--- config.mk ---
export PLATFORM = sky130hd
export DESIGN_NAME = seg7_scan_driver
export DESIGN_NICKNAME = d
export VERILOG_FILES = /design/src/rtl/seg7_pkg.sv /design/src/rtl/seg7_glyph.sv /design/src/rtl/seg7_scan_driver.sv
export SDC_FILE = /design/constraint.sdc
export NUM_CORES = 1
export LEC_CHECK = 0
export BUFFER_PORTS_ARGS = -buffer_cell sky130_fd_sc_hd__buf_2
export CAP_MARGIN = 20
export CELL_PAD_IN_SITES_DETAIL_PLACEMENT = 1
export CELL_PAD_IN_SITES_GLOBAL_PLACEMENT = 2
export CORE_ASPECT_RATIO = 1.4
export CORE_MARGIN = 8
export CORE_UTILIZATION = 39
export CTS_CLUSTER_DIAMETER = 150
export DETAILED_ROUTE_END_ITERATION = 8
export MAX_ROUTING_LAYER = met4
export PLACE_DENSITY = 0.91
export SLEW_MARGIN = 40
export SYNTH_ARGS = -nofsm -noshare
export SYNTH_HDL_FRONTEND = slang
export SYNTH_SLANG_ARGS = --single-unit
--- constraint.sdc ---
create_clock -name clk -period 4.6 [get_ports clk]
set_clock_uncertainty 0.2 [all_clocks]
set_input_delay 0 -clock clk [delete_from_list [all_inputs] [get_ports clk]]
set_output_delay 0 -clock clk [all_outputs]
set_load 0.02 [all_outputs]
--- src/rtl/seg7_pkg.sv ---
// -----------------------------------------------------------------------------
// seg7_pkg
// Shared definitions for the seven-segment scan driver.
//   seg_t        : active-low glyph, index 0 = segment a ... index 6 = segment g
//   SEG_BLANK    : all segments dark
//   SEG_MINUS    : segment g only
//   SEG_DIGIT    : glyphs for codes 0..15 (0-9 decimal, 10-15 hex A,b,C,d,E,F)
//   CODE_MINUS   : code that renders as a minus sign when hex mode is off
//   idx_width()  : width of the scan index register for a given digit count
// -----------------------------------------------------------------------------
package seg7_pkg;

    // Ascending range so that a literal written "abcdefg" lands a on index 0.
    typedef logic [0:6] seg_t;

    localparam seg_t SEG_BLANK = 7'b1111111;
    localparam seg_t SEG_MINUS = 7'b1111110;

    localparam logic [3:0] CODE_MINUS = 4'd10;

    localparam seg_t SEG_DIGIT [0:15] = '{
        7'b0000001,     // 0
        7'b1001111,     // 1
        7'b0010010,     // 2
        7'b0000110,     // 3
        7'b1001100,     // 4
        7'b0100100,     // 5
        7'b0100000,     // 6
        7'b0001111,     // 7
        7'b0000000,     // 8
        7'b0001100,     // 9
        7'b0001000,     // A
        7'b1100000,     // b
        7'b0110001,     // C
        7'b1000010,     // d
        7'b0110000,     // E
        7'b0111000      // F
    };

    // Scan index width; never narrower than one bit.
    function automatic int idx_width(input int num_digits);
        return (num_digits <= 2) ? 1 : $clog2(num_digits);
    endfunction

endpackage

--- src/rtl/seg7_glyph.sv ---
// -----------------------------------------------------------------------------
// seg7_glyph
// Combinational 4-bit code to active-low seven-segment glyph decoder.
//   code     : digit code 0..15
//   hex_mode : 1 = codes 10..15 render A,b,C,d,E,F
//              0 = code 10 renders minus, codes 11..15 render blank
//   segments : active-low a..g (index 0 = a)
// -----------------------------------------------------------------------------
module seg7_glyph
    import seg7_pkg::*;
(
    input  logic [3:0] code,
    input  logic       hex_mode,
    output seg_t       segments
);

    always_comb begin
        segments = SEG_BLANK;
        if (hex_mode || (code < CODE_MINUS)) begin
            segments = SEG_DIGIT[code];
        end else if (code == CODE_MINUS) begin
            segments = SEG_MINUS;
        end
    end

endmodule

--- src/rtl/seg7_scan_driver.sv ---
// -----------------------------------------------------------------------------
// seg7_scan_driver
// Time-multiplexed controller for an N-digit common-anode seven-segment display.
// A prescaler keeps each digit lit for REFRESH_DIV cycles; the scan walks from
// the leftmost digit (NUM_DIGITS-1) down to digit 0 and wraps. Display data is
// loaded into a staging buffer and only copied into the shadow (displayed)
// buffer at a frame boundary, so a frame never shows a mix of old and new data.
//
// Ports
//   clk          : system clock
//   reset        : synchronous, active-high
//   enable       : 0 = all anodes off, prescaler and scan index hold
//   load         : 1-cycle strobe capturing digits_in/dp_in/blank_in
//   digits_in    : digit k code at [4k+3:4k]; k = NUM_DIGITS-1 is leftmost
//   dp_in        : 1 = decimal point lit on digit k
//   blank_in     : 1 = digit k forced dark (segments and dp)
//   anode_active : active-low digit select, one-hot-zero at the scan index
//   segments     : active-low a..g (index 0 = a)
//   dp           : active-low decimal point
//   frame_tick   : 1-cycle pulse the cycle after each frame boundary
// -----------------------------------------------------------------------------
module seg7_scan_driver
    import seg7_pkg::*;
#(
    parameter int NUM_DIGITS  = 4,
    parameter int REFRESH_DIV = 100000,
    parameter bit HEX_MODE    = 1'b0,
    parameter bit LZ_SUPPRESS = 1'b1
) (
    input  logic                    clk,
    input  logic                    reset,
    input  logic                    enable,
    input  logic                    load,
    input  logic [4*NUM_DIGITS-1:0] digits_in,
    input  logic [NUM_DIGITS-1:0]   dp_in,
    input  logic [NUM_DIGITS-1:0]   blank_in,
    output logic [NUM_DIGITS-1:0]   anode_active,
    output logic [0:6]              segments,
    output logic                    dp,
    output logic                    frame_tick
);

    localparam int IDX_W   = idx_width(NUM_DIGITS);
    localparam int PRESC_W = $clog2(REFRESH_DIV);

    localparam logic [IDX_W-1:0]   IDX_LAST   = IDX_W'(NUM_DIGITS - 1);
    localparam logic [IDX_W-1:0]   IDX_ONE    = IDX_W'(1);
    localparam logic [PRESC_W-1:0] PRESC_LAST = PRESC_W'(REFRESH_DIV - 1);
    localparam logic [PRESC_W-1:0] PRESC_ONE  = PRESC_W'(1);

    // ---------------------------------------------------------------------
    // State
    // ---------------------------------------------------------------------
    logic [PRESC_W-1:0]      r_presc;
    logic [IDX_W-1:0]        r_idx;

    logic [4*NUM_DIGITS-1:0] r_stage_digits;
    logic [NUM_DIGITS-1:0]   r_stage_dp;
    logic [NUM_DIGITS-1:0]   r_stage_blank;
    logic                    r_pending;

    logic [4*NUM_DIGITS-1:0] r_shadow_digits;
    logic [NUM_DIGITS-1:0]   r_shadow_dp;
    logic [NUM_DIGITS-1:0]   r_shadow_blank;

    logic [NUM_DIGITS-1:0]   r_anode;
    seg_t                    r_segments;
    logic                    r_dp;
    logic                    r_frame_tick;

    // ---------------------------------------------------------------------
    // Prescaler and scan index
    // ---------------------------------------------------------------------
    logic                    w_presc_tc;
    logic                    w_boundary;
    logic [PRESC_W-1:0]      w_presc_next;
    logic [IDX_W-1:0]        w_idx_next;

    assign w_presc_tc = enable && (r_presc == PRESC_LAST);
    // The frame boundary is the step from digit 0 back to the leftmost digit.
    assign w_boundary = w_presc_tc && (r_idx == '0);

    always_comb begin
        w_presc_next = r_presc;
        w_idx_next   = r_idx;
        if (enable) begin
            if (w_presc_tc) begin
                w_presc_next = '0;
                w_idx_next   = (r_idx == '0) ? IDX_LAST : (r_idx - IDX_ONE);
            end else begin
                w_presc_next = r_presc + PRESC_ONE;
            end
        end
    end

    always_ff @(posedge clk) begin
        if (reset) begin
            r_presc <= '0;
            r_idx   <= IDX_LAST;
        end else begin
            r_presc <= w_presc_next;
            r_idx   <= w_idx_next;
        end
    end

    // ---------------------------------------------------------------------
    // Staging / shadow buffers
    // A load that lands exactly on a boundary bypasses staging so the new
    // data is shown for the whole frame that is just starting.
    // ---------------------------------------------------------------------
    always_ff @(posedge clk) begin
        if (reset) begin
            r_stage_digits  <= '0;
            r_stage_dp      <= '0;
            r_stage_blank   <= '0;
            r_pending       <= 1'b0;
            r_shadow_digits <= '0;
            r_shadow_dp     <= '0;
            r_shadow_blank  <= '0;
        end else begin
            if (load) begin
                r_stage_digits <= digits_in;
                r_stage_dp     <= dp_in;
                r_stage_blank  <= blank_in;
            end

            if (load && w_boundary) begin
                r_shadow_digits <= digits_in;
                r_shadow_dp     <= dp_in;
                r_shadow_blank  <= blank_in;
                r_pending       <= 1'b0;
            end else if (load) begin
                r_pending       <= 1'b1;
            end else if (w_boundary && r_pending) begin
                r_shadow_digits <= r_stage_digits;
                r_shadow_dp     <= r_stage_dp;
                r_shadow_blank  <= r_stage_blank;
                r_pending       <= 1'b0;
            end
        end
    end

    // ---------------------------------------------------------------------
    // Per-digit view of the shadow buffer and leading-zero detection
    // ---------------------------------------------------------------------
    logic [3:0]            w_code [NUM_DIGITS];
    logic [NUM_DIGITS-1:0] w_is_zero;
    logic [NUM_DIGITS-1:0] w_zero_run;   // digit k and everything left of it is 0, no dp
    logic [NUM_DIGITS-1:0] w_lz_dark;

    for (genvar gi = 0; gi < NUM_DIGITS; gi++) begin : g_digit
        assign w_code[gi]    = r_shadow_digits[4*gi +: 4];
        assign w_is_zero[gi] = (w_code[gi] == 4'd0) && !r_shadow_dp[gi];

        // Digit 0 always shows something, even when the whole value is zero.
        if (gi == 0) begin : g_units
            assign w_lz_dark[gi] = 1'b0;
        end else begin : g_upper
            assign w_lz_dark[gi] = LZ_SUPPRESS && w_zero_run[gi];
        end
    end

    // Chained inside one process so the run propagates from the left edge.
    always_comb begin
        w_zero_run = '0;
        w_zero_run[NUM_DIGITS-1] = w_is_zero[NUM_DIGITS-1];
        for (int k = NUM_DIGITS - 2; k >= 0; k--) begin
            w_zero_run[k] = w_zero_run[k+1] && w_is_zero[k];
        end
    end

    // ---------------------------------------------------------------------
    // Selected digit decode
    // ---------------------------------------------------------------------
    logic [3:0] w_sel_code;
    logic       w_sel_dark;
    seg_t       w_glyph;

    assign w_sel_code = w_code[r_idx];
    assign w_sel_dark = r_shadow_blank[r_idx] || w_lz_dark[r_idx];

    seg7_glyph u_glyph (
        .code     (w_sel_code),
        .hex_mode (HEX_MODE),
        .segments (w_glyph)
    );

    // ---------------------------------------------------------------------
    // Registered pin drivers (one cycle behind the scan index)
    // ---------------------------------------------------------------------
    always_ff @(posedge clk) begin
        if (reset) begin
            r_anode      <= '1;
            r_segments   <= SEG_BLANK;
            r_dp         <= 1'b1;
            r_frame_tick <= 1'b0;
        end else begin
            r_frame_tick <= w_boundary;
            if (!enable) begin
                r_anode    <= '1;
                r_segments <= SEG_BLANK;
                r_dp       <= 1'b1;
            end else begin
                r_anode    <= ~(NUM_DIGITS'(1) << r_idx);
                r_segments <= w_sel_dark ? SEG_BLANK : w_glyph;
                r_dp       <= w_sel_dark ? 1'b1 : !r_shadow_dp[r_idx];
            end
        end
    end

    assign anode_active = r_anode;
    assign segments     = r_segments;
    assign dp           = r_dp;
    assign frame_tick   = r_frame_tick;

endmodule

==> reports/qor.txt <==
status: completed
Clock Pin Slew Worst Setup and Hold Paths: 0.06 ns
max cap viols: 0
Syn Nets: 398
logic gate share of total power: 6.4%
# diodes: 0
gp weighted congestion: 0.8175
RSZ-0062 raised after global routing: no
H-tree depth: 3
Mapped Cells: 360
vias in the first global route: 3,036
drt drc: 0
number of synthesized flops with an enable pin: 0
pre-CTS setup slack: 2.172 ns
relative slew slack: 47.19%
nature of the critical path endpoint: flip-flop
pwr dens: 337.8 mW/mm²
fin worst setup slack: 2.150 ns
largest net degree at the start of global routing: 57
reg2reg start: r_idx[0]$_SDFFE_PP1P_
TNS Setup: 0 ns
Setup crit end: segments[6]$_SDFF_PP1_
Starting Density: 39.33%
Slew Viols, Final: 0
HPWL after DPL: 5772 µm
final wirelength: 8839 µm
Unique masters post-synth: 47
part of the power in registers: 47.4%
Core Area: 0.008875 mm²
Routed WL per cell: 15.98 µm
worst hold slack: 0.1977 ns
Final Hold Fails: 0
crit-path max FO: 12
clk sinks: 81
syn_area_per_cell: 9.697 µm²
FF-to-FF path depth: 7
detailed router's first-iteration violation count: 129
first-pass GRT wire length: 14,660 µm
most common library cell in the layout ignoring fill and taps: dfxtp_1
Worst Setup Path Type: flip-flop to flip-flop
CP Data Required Time: 4.61 ns
switch share: 21.10%
IO Count: 41
Int Pwr: 1.204 mW
die width: 95.96 µm
TritonCTS buffer count: 9
P&R area growth vs syn: 29.43%
fillers: 1,026
commonest non-fill, non-tap cells in the layout: 81 x dfxtp_1, 61 x nor2_1, 51 x dlygate4sd3_1, 39 x buf_2, 29 x nand2_1
aggregate global routing overflow: 0
vias per cell: 5.271
asr flop ratio synth: 0%
predominant post-synthesis flop cell: dfxtp_1
FP Rows: 41
Tmin final: 2.450 ns
end of the worst register-to-register path: segments[6]$_SDFF_PP1_
largest buffer count on any clock path: 2
DRT antenna net count: 0
fin crit share: 53.25%
Initial DRT Pass Iterations: 4
r2r setup slk: 2.15 ns
Clock Latency Late Sink: 0.33 ns
layout cells sized above 1: 15.47%
IO buf count: 40
Worst VDD drop: 0.0003061 V
CP Launch Point: r_idx[0]$_SDFFE_PP1P_
initial antenna violation count: 0
Die Span Y: 127.9 µm
Sw Pwr: 0.3220 mW
Hold Crit Class: input pin to flip-flop
Root Buffer: clkbuf_16
Clock power frac: 46.2%
final setup violation count: 0
Total Nets Final: 479
category of the worst setup path launch point: flip-flop
Overall Global Routing Usage: 15.72%
post-CTS sizing: 0
Data arrival, critical path: 2.46 ns
flop and latch count out of synthesis: 81
Leakage: 1.810 nW
CTS tree: done
vias post-DR: 2,915
Max Clock Freq: 408.2 MHz
Cell Area, Synth: 0.003491 mm²
YS warnings: 0
register area share after synthesis: 46.45%
Least-Margin Pin Slew: 0.7921 ns
die area: 0.01228 mm²
[power by group through the flow]
stage,registers (mW),logic [mW],clock network (mW)
3_3_place_gp,0.737,0.0604,0
3_5_place_dp,0.738,0.0624,0
6_report,0.723,0.0984,0.705
5_1_grt,0.724,0.108,0.755
4_1_cts,0.723,0.0973,0.727
2_1_floorplan,0.737,0.0407,0
[flip-flops by register name, indices dropped and copies added (netlist names)]
name and count:
r_presc 17, r_shadow_digits 16, r_stage_digits 16, segments 7
anode_active 4, r_shadow_blank 4, r_shadow_dp 4, r_stage_blank 4
r_stage_dp 4, r_idx 2, dp 1, frame_tick 1
r_pending 1
[metal layers]
metal,track usage [%],wire length [µm],up-vias,part of all wire (%)
met5,-,0,-,0
met4,5.268,157,0,1.8
met3,4.279,292,15,3.3
met2,27.09,4715,39,53
met1,16.77,3673,1432,42
li1,-,-,1429,-
[worst min-delay path by stage]
stage                              from                         endpoint  slack, ns  depth (start not counted)
after global routing               load           r_pending$_SDFFE_PP0P_       0.24                          3
after CTS                          load           r_pending$_SDFFE_PP0P_       0.18                          3
final                              load           r_pending$_SDFFE_PP0P_       0.20                          3
after floorplan                   reset       anode_active[2]$_SDFF_PP1_      -0.06                          2
after global placement    digits_in[15]  r_stage_digits[15]$_SDFFE_PP0P_       0.06                          3
after detailed placement  digits_in[15]  r_stage_digits[15]$_SDFFE_PP0P_       0.07                          3
[cell usage after synthesis, types with 7 or more instances]
| master | n | area, µm² |
|---|---|---|
| a21oi_1 | 13 | 65.06 |
| xor2_1 | 7 | 61.31 |
| nand3_1 | 9 | 45.04 |
| dfxtp_1 | 81 | 1622 |
| xnor2_1 | 8 | 70.07 |
| nand2_1 | 29 | 108.9 |
| buf_2 | 7 | 35.03 |
| clkbuf_1 | 10 | 37.54 |
| nor2b_1 | 7 | 43.79 |
| o221ai_1 | 11 | 96.34 |
| a211oi_1 | 14 | 105.1 |
| ha_1 | 10 | 125.1 |
| mux2i_1 | 24 | 240.2 |
| nor2_1 | 61 | 229.0 |
[final cells by class]
type,instances,area [µm²],area share [%]
tap,107,133.9,2.963
clock inverter,5,55.05,1.218
multi-input combinational,251,1722,38.11
inverter,6,22.52,0.4985
clock buffer,11,242.7,5.372
sequential,81,1622,35.89
timing repair buffer,92,720.7,15.95
[critical path, stage by stage, from the launching register on]
cell and delay [ns]:
dfxtp_1 0.67, mux4_2 0.64, inv_1 0.16, ha_1 0.20
nor2b_1 0.06, o21ai_1 0.13, o311a_1 0.18, nand3_1 0.08
[repair_timing]
| item | CTS | global route |
|---|---|---|
| hold endpoints to repair | 56 | 0 |
| hold buffers | 51 | 0 |
| buffers inserted | 0 | 0 |
| setup endpoints to repair | 0 | 0 |
[kinds of logic after synthesis]
logic type                 after synthesis  share of synthesized area [%]
DFF                                     81                          46.45
muxes                                   32                          11.51
adders and majority gates               10                          3.584
xor gates and xnor gates                15                          3.764
buffers and inverters                   28                          4.229
and+or+nand+nor                        141                          19.28
AOI/OAI and AO/OA                       53                          11.18
[per-stage QoR]
stage / cells / util (%) / power (mW) / area (µm²)
finish: 553 / 50.91 / 1.526 / 4518
global route: 553 / 50.91 / 1.587 / 4518
CTS: 553 / 50.91 / 1.547 / 4518
detailed placement: 486 / 41.80 / 0.8005 / 3710
global placement: 486 / 41.77 / 0.7976 / 3707
floorplan: 360 / - / 0.7777 / 3491
Note: power is estimated with default switching activity, not from simulation.
